--- src/rtl/apple_ctrl.sv ---
// rtl/apple_ctrl.sv - apple placement, eat detection, scoring and apple pixel flag
// Candidates are vetted by an external body checker; the 8th candidate is placed regardless of the result.
module apple_ctrl (
   input  logic       VGA_clk,
   input  logic       reset,
   input  logic [9:0] rand_X,
   input  logic [9:0] rand_Y,
   input  logic [9:0] head_X,
   input  logic [9:0] head_Y,
   input  logic       game_tick,
   input  logic       chk_ack,
   input  logic       chk_hit,
   input  logic [9:0] xCount,
   input  logic [9:0] yCount,
   output logic       chk_req,
   output logic [9:0] chk_X,
   output logic [9:0] chk_Y,
   output logic [9:0] apple_X,
   output logic [9:0] apple_Y,
   output logic       apple_valid,
   output logic       grow,
   output logic [7:0] score,
   output logic       apple_pix
);

   typedef enum logic [1:0] {SAMPLE, CHECK, ACTIVE} state_t;

   state_t     state_q, state_d;
   logic       chk_req_q, chk_req_d;
   logic [9:0] chk_x_q, chk_x_d;
   logic [9:0] chk_y_q, chk_y_d;
   logic [9:0] apple_x_q, apple_x_d;
   logic [9:0] apple_y_q, apple_y_d;
   logic       apple_valid_q, apple_valid_d;
   logic       grow_q, grow_d;
   logic [7:0] score_q, score_d;
   logic [2:0] attempt_q, attempt_d;
   logic       apple_pix_q, apple_pix_d;

   logic        rejected;
   logic        eat;
   logic [10:0] px, py, ax, ay;

   assign rejected = chk_hit || ((chk_x_q == head_X) && (chk_y_q == head_Y));
   assign eat      = game_tick && (head_X == apple_x_q) && (head_Y == apple_y_q);

   // Widened so that apple_X + 10 near the right/bottom edge cannot wrap
   assign px = {1'b0, xCount};
   assign py = {1'b0, yCount};
   assign ax = {1'b0, apple_x_q};
   assign ay = {1'b0, apple_y_q};

   always_comb begin
      state_d       = state_q;
      chk_req_d     = chk_req_q;
      chk_x_d       = chk_x_q;
      chk_y_d       = chk_y_q;
      apple_x_d     = apple_x_q;
      apple_y_d     = apple_y_q;
      apple_valid_d = apple_valid_q;
      grow_d        = 1'b0;
      score_d       = score_q;
      attempt_d     = attempt_q;
      apple_pix_d   = apple_valid_q && (px >= ax) && (px < ax + 11'd10)
                                    && (py >= ay) && (py < ay + 11'd10);
      case (state_q)
         SAMPLE: begin
            chk_x_d   = rand_X;
            chk_y_d   = rand_Y;
            chk_req_d = 1'b1;
            state_d   = CHECK;
         end
         CHECK: begin
            if (chk_ack) begin
               chk_req_d = 1'b0;
               // attempt_q counts rejections so far; 7 means this is the 8th try
               if (rejected && (attempt_q != 3'd7)) begin
                  attempt_d = attempt_q + 3'd1;
                  state_d   = SAMPLE;
               end else begin
                  apple_x_d     = chk_x_q;
                  apple_y_d     = chk_y_q;
                  apple_valid_d = 1'b1;
                  attempt_d     = 3'd0;
                  state_d       = ACTIVE;
               end
            end
         end
         ACTIVE: begin
            if (eat) begin
               grow_d        = 1'b1;
               apple_valid_d = 1'b0;
               state_d       = SAMPLE;
               if (score_q != 8'hFF) begin
                  score_d = score_q + 8'd1;
               end
            end
         end
         default: state_d = SAMPLE;
      endcase
   end

   always_ff @(posedge VGA_clk) begin
      if (!reset) begin
         state_q       <= SAMPLE;
         chk_req_q     <= 1'b0;
         chk_x_q       <= 10'd0;
         chk_y_q       <= 10'd0;
         apple_x_q     <= 10'd0;
         apple_y_q     <= 10'd0;
         apple_valid_q <= 1'b0;
         grow_q        <= 1'b0;
         score_q       <= 8'd0;
         attempt_q     <= 3'd0;
         apple_pix_q   <= 1'b0;
      end else begin
         state_q       <= state_d;
         chk_req_q     <= chk_req_d;
         chk_x_q       <= chk_x_d;
         chk_y_q       <= chk_y_d;
         apple_x_q     <= apple_x_d;
         apple_y_q     <= apple_y_d;
         apple_valid_q <= apple_valid_d;
         grow_q        <= grow_d;
         score_q       <= score_d;
         attempt_q     <= attempt_d;
         apple_pix_q   <= apple_pix_d;
      end
   end

   assign chk_req     = chk_req_q;
   assign chk_X       = chk_x_q;
   assign chk_Y       = chk_y_q;
   assign apple_X     = apple_x_q;
   assign apple_Y     = apple_y_q;
   assign apple_valid = apple_valid_q;
   assign grow        = grow_q;
   assign score       = score_q;
   assign apple_pix   = apple_pix_q;

endmodule

--- config.mk ---
export PLATFORM = sky130hd
export DESIGN_NAME = apple_ctrl
export DESIGN_NICKNAME = d
export VERILOG_FILES = /design/src/rtl/apple_ctrl.sv
export SDC_FILE = /design/constraint.sdc
export NUM_CORES = 1
export LEC_CHECK = 0
export ABC_AREA = 1
export CORE_AREA = 8 8 90 92
export CTS_BUF_LIST = sky130_fd_sc_hd__clkbuf_16
export CTS_CLUSTER_DIAMETER = 40
export DETAILED_ROUTE_END_ITERATION = 8
export DIE_AREA = 0 0 98 100
export DONT_BUFFER_PORTS = 1
export PLACE_DENSITY = 0.8
export SLEW_MARGIN = 10
export SYNTH_ARGS = -nofsm -noshare
export SYNTH_HDL_FRONTEND = slang
export SYNTH_SLANG_ARGS = --single-unit
export TNS_END_PERCENT = 1
--- constraint.sdc ---
create_clock -name VGA_clk -period 2.6 [get_ports VGA_clk]
set_input_delay 0.26 -clock VGA_clk [delete_from_list [all_inputs] [get_ports VGA_clk]]
set_output_delay 0.26 -clock VGA_clk [all_outputs]
set_load 0.1 [all_outputs]
Word level (Yosys, flattened, before mapping) --
Index checks and enable logic that the tools add are counted.
Word-level totals: bits in registers 57, bits of input ports 65, output and inout bits 52, logic and storage cells 62
Cells by class: add/sub/neg operators 4, magnitude comparators 4, equal/unequal tests 11, muxes and demuxes 12, bitwise gates (word level) 1, reduce and logical (&&, ||, !) cells 19
Operators by type and width (count):
- $eq 10x10->1 | 4
- $add 10x4->11 const B | 2
- $lt 10x11->1 | 2
- $ge 10x10->1 | 2
- $add 8x1->8 const B | 1
- $logic_and 1x1->1 | 8
- $ne 8x8->1 const B | 1
- $reduce_and 2->1 | 4
- $mux 2 | 3
- $ne 2x2->1 const B | 3
- $pmux 2 s3 | 1
- $reduce_and 3->1 | 2
- $mux 1 | 5
- $pmux 1 s2 | 2
- $reduce_and 4->1 | 1
- $reduce_bool 2->1 | 2
- $add 3x1->3 const B | 1
- $mux 3 | 1
- $ne 3x3->1 const B | 1
- $eq 2x1->1 const B | 1
- $eq 2x2->1 const B | 1
- $logic_not 2->1 | 1
- $logic_or 1x1->1 | 1
- $not 1->1 | 1

Logic depth before layout (Yosys ltp) --
depth after elaboration 7, mapped depth 13, gate-level depth less buffers 12

Worst setup path before layout --
No wires, ideal clock.
kind flip-flop to flip-flop, start register apple_x_q[1], in the netlist apple_X[1], end register apple_pix_q, in the netlist apple_pix, library setup time 111 ps, data arrival time 2614 ps, data required time 2489 ps, path slack -125 ps, stages on the path, launching flop included 12, buffers on the path 0, period minus slack after synthesis 2725 ps, cells stage by stage dfxtp_1 > inv_1 > o21ai_1 > nand3_1 > xor2_1 > ha_1 > inv_1 > o31a_1 > nor2_1 > nor2_1 > nand3_1 > nor2_1
Between the ends: longest elaborated chain between the ends 5, elaborated cells between the ends (all ways) 7, classes of those cells add/sub: 1; order compare: 2; reduce/logical: 4
RTL lines:
- start, declared | RTL line 32 | logic [9:0] apple_x_q, apple_x_d;
- start signal, assigned | RTL line 121 | apple_x_q <= apple_x_d;
- $add 10x4->11 / $ge 10x10->1 (equally long branches) | RTL line 64 | apple_pix_d = apple_valid_q && (px >= ax) && (px < ax + 11'd10)
- $lt 10x11->1 / $logic_and 1x1->1 (equally long branches) | RTL line 64
- $logic_and 1x1->1 * | RTL line 64
- $logic_and 1x1->1 * (2 in series) | RTL line 65 | && (py >= ay) && (py < ay + 11'd10);
- end signal, assigned | RTL line 127 | apple_pix_q <= apple_pix_d;
- end, declared | RTL line 38 | logic apple_pix_q, apple_pix_d;
Mark *: on every way between the ends. The rest lies on a longest branch, timed or not. A chain may end at the register's enable or synchronous reset.

Worst setup path in the final report --
Same ends and word-level chain as after synthesis.

==> run_results.csv <==
group,metric,value,unit
timing,rsz0062_at_grt,"false",
yosys,syn_inst,641,
yosys,ys_seq_area_frac,0.268,
setup_path,worstSetupStartpointType,"flop",
layout,finish.utilization,0.745,
yosys,synth_top_cell_area_share,0.268,
timing,layout_min_cycle_time,2070,ps
placement,port_buffers,0,
setup_path,critPathKind,"reg2reg",
placement,gp_congestion,1.02,
timing,finClkSkew,6.48,ps
detailed_routing,num_vias,4524,
setup_path,crit_start,"apple_X[1]$_SDFFE_PN0P_",
detailed_routing,viasPerCell,5.89,
global_route,gr-total-overflow,0,
layout,fillers,546,
clocking,post_cts_resized,0,
layout,fin_nets,791,
yosys,syn_area_per_cell,6.64,um2
global_route,grt_first_pass_wirelength,21400,um
placement,dp_slack,563,ps
detailed_routing,firstDrtPassIters,6,
floorplanning,pin_count,117,
power,power.total,3.09,mW
setup_path,crit_required,2820,ps
worst_hold_path,hp-class,"in2reg",
floorplanning,die_w,98,um
detailed_routing,drtIter0Drc,563,
global_route,grt_max_degree,46,
outcome,outcome,"complete, no violations",
clocking,cts-buffers-inserted,9,
yosys,ys_top_cells_by_area,"dfxtp_1 (27%), nand2_1 (13%), ha_1 (13%), a21oi_1 (7.5%), inv_1 (6.7%)",
global_route,antenna_found_initial,0,
yosys,synth_edf_count,0,
yosys,yosysWarnings,0,
detailed_routing,routed_wl,13200,um
clocking,hold_buffers,0,
timing,max_freq,484,MHz
clocking,path_clk_slew,50,ps
clocking,clk_latency,320,ps
timing,tightest_slew,980,ps
setup_path,cp_max_fo,4,
clocking,cts_max_path_buffers,2,
clocking,clock_tree.root_cell,"clkbuf_16",
yosys,post-synth-top-count-cell,"nand2_1",
timing,relSlewSlack,0.346,
job,cap_violations,0,
timing,worst_slack,534,ps
global_route,grt_pass1_vias,4325,
setup_path,worstReg2RegStart,"apple_X[1]$_SDFFE_PN0P_",
floorplanning,row_count,30,
setup_path,r2r_cells,11,
detailed_routing,drc,0,
setup_path,cp-end-kind,"flop",
layout,drive_gt1_frac,0.129,
layout,final_cell_area,4950,um2
timing,finalHoldViolCount,0,
timing,finalCritPeriodShare,0.795,
layout,n_antenna_cell,0,
power,p_per_area,624,nW/um2
yosys,yosysUniqueCellTypes,35,
yosys,synth_fp_nets,749,
clocking,cts_max_level,3,
placement,hpwl,9990,um
power,leakagePower,2.31,nW
floorplanning,die_h,100,um
detailed_routing,ant_nets,0,
yosys,synthTopCellsByCount,"nand2_1 (148), inv_1 (76), nor2_1 (71)",
placement,place_area,4640,um2
setup_path,worstReg2RegEnd,"apple_pix$_SDFF_PN0_",
global_route,grtUsageTotal,0.266,
timing,setup_viol,0,
clocking,cts.sinks,57,
layout,register_area,1150,um2
timing,tns,0,ps
yosys,synth_largest_area_cell,"dfxtp_1",
yosys,syn-cell-area,4260,um2
yosys,synthArstFlopShare,0,
layout,multi_input_area,2700,um2
setup_path,crit_end,"apple_pix$_SDFF_PN0_",
detailed_routing,wl_per_cell,17.2,um
floorplanning,die_area,9800,um2
layout,area_growth,16.3,%
floorplanning,start_util,0.641,
yosys,synth-seq-cells,57,
setup_path,rrSetupSlack,530,ps
setup_path,cp.arrival,2290,ps
floorplanning,core-area,6640,um2
clocking,postCtsSetupRepairBufs,0,
clocking,cts_tree,"yes",
timing,slew_violations,0,
yosys,ys_dominant_reg_cell,"dfxtp_1",
power,ir_drop,0.369,mV
-- worst min path at each step --
stage                               from                        end  slack (ps)  depth (start not counted)
6_report                           reset    apple_Y[1]$_SDFFE_PN0P_          70                          2
5_1_grt                            reset    apple_Y[7]$_SDFFE_PN0P_          60                          2
4_1_cts                            reset    apple_Y[1]$_SDFFE_PN0P_          50                          2
3_5_place_dp                       reset    apple_Y[1]$_SDFFE_PN0P_         380                          2
3_3_place_gp                       reset    apple_Y[2]$_SDFFE_PN0P_         380                          2
2_1_floorplan  attempt_q[0]$_SDFFE_PN0P_  attempt_q[0]$_SDFFE_PN0P_         450                          2
-- registers in the layout, indices dropped and copies added (netlist names), 2 cells and up --
name       flops
state_q        2
apple_Y       10
attempt_q      3
apple_X       10
score          8
chk_X         10
chk_Y         10
-- cell usage in the layout (no fill, tap or decap), types with 20 or more instances in the layout --
| cell type | synthesis | final |
|---|---|---|
| nand2_1 | 148 | 148 |
| inv_1 | 76 | 76 |
| nor2_1 | 71 | 70 |
| a21oi_1 | 64 | 64 |
| dfxtp_1 | 57 | 53 |
| buf_4 | 0 | 52 |
| ha_1 | 43 | 43 |
| nand3_1 | 36 | 36 |
| o21ai_0 | 32 | 32 |
| nand4_1 | 21 | 21 |
| xor2_1 | 20 | 20 |
-- per-layer routing --
layer / track usage / part of all wire / wire length [um]
met2: 0.439 / 0.47 / 6180
met5: 0 / 0 / 0
met3: 0.0810 / 0.11 / 1440
met1: 0.313 / 0.38 / 5070
met4: 0.112 / 0.037 / 492
-- worst max-delay path, stage by stage (launching register included) --
cell and delay, ps:
dfxtp_2 330, inv_1 80, o21ai_1 310, nand3_1 140, xor2_1 170, ha_1 310
inv_1 60, o31a_1 280, nor2_1 120, nor2_1 60, nand3_1 70, nor2_1 40
-- kinds of logic after synthesis --
| logic type | share of synthesized area |
|---|---|
| fa+ha+maj | 0.126 |
| flops | 0.268 |
| simple gates | 0.311 |
| buf+inv | 0.0990 |
| compound gates | 0.132 |
| xor+xnor | 0.0635 |
-- metrics by stage --
step	std cells	hold slack (ps)
after global placement	752	383
after global routing	768	58.7
after detailed placement	752	383
final	768	65.3
after floorplan	641	448
after CTS	768	47.9
-- power by group --
part	internal (mW)	switching (mW)	leakage (nW)
Combinational	0.223	0.645	1.69
Sequential	0.927	0.0642	0.469
Clock	0.827	0.403	0.150
Total	1.98	1.11	2.31
-- cell type report --
class / instances / area share
tap: 80 / 0.0202
timing repair buffer: 52 / 0.0788
clock inverter: 7 / 0.0172
inverter: 82 / 0.0622
clock buffer: 9 / 0.0455
sequential: 57 / 0.231
multi-input combinational: 481 / 0.545
(Power assumes the default switching activity.)
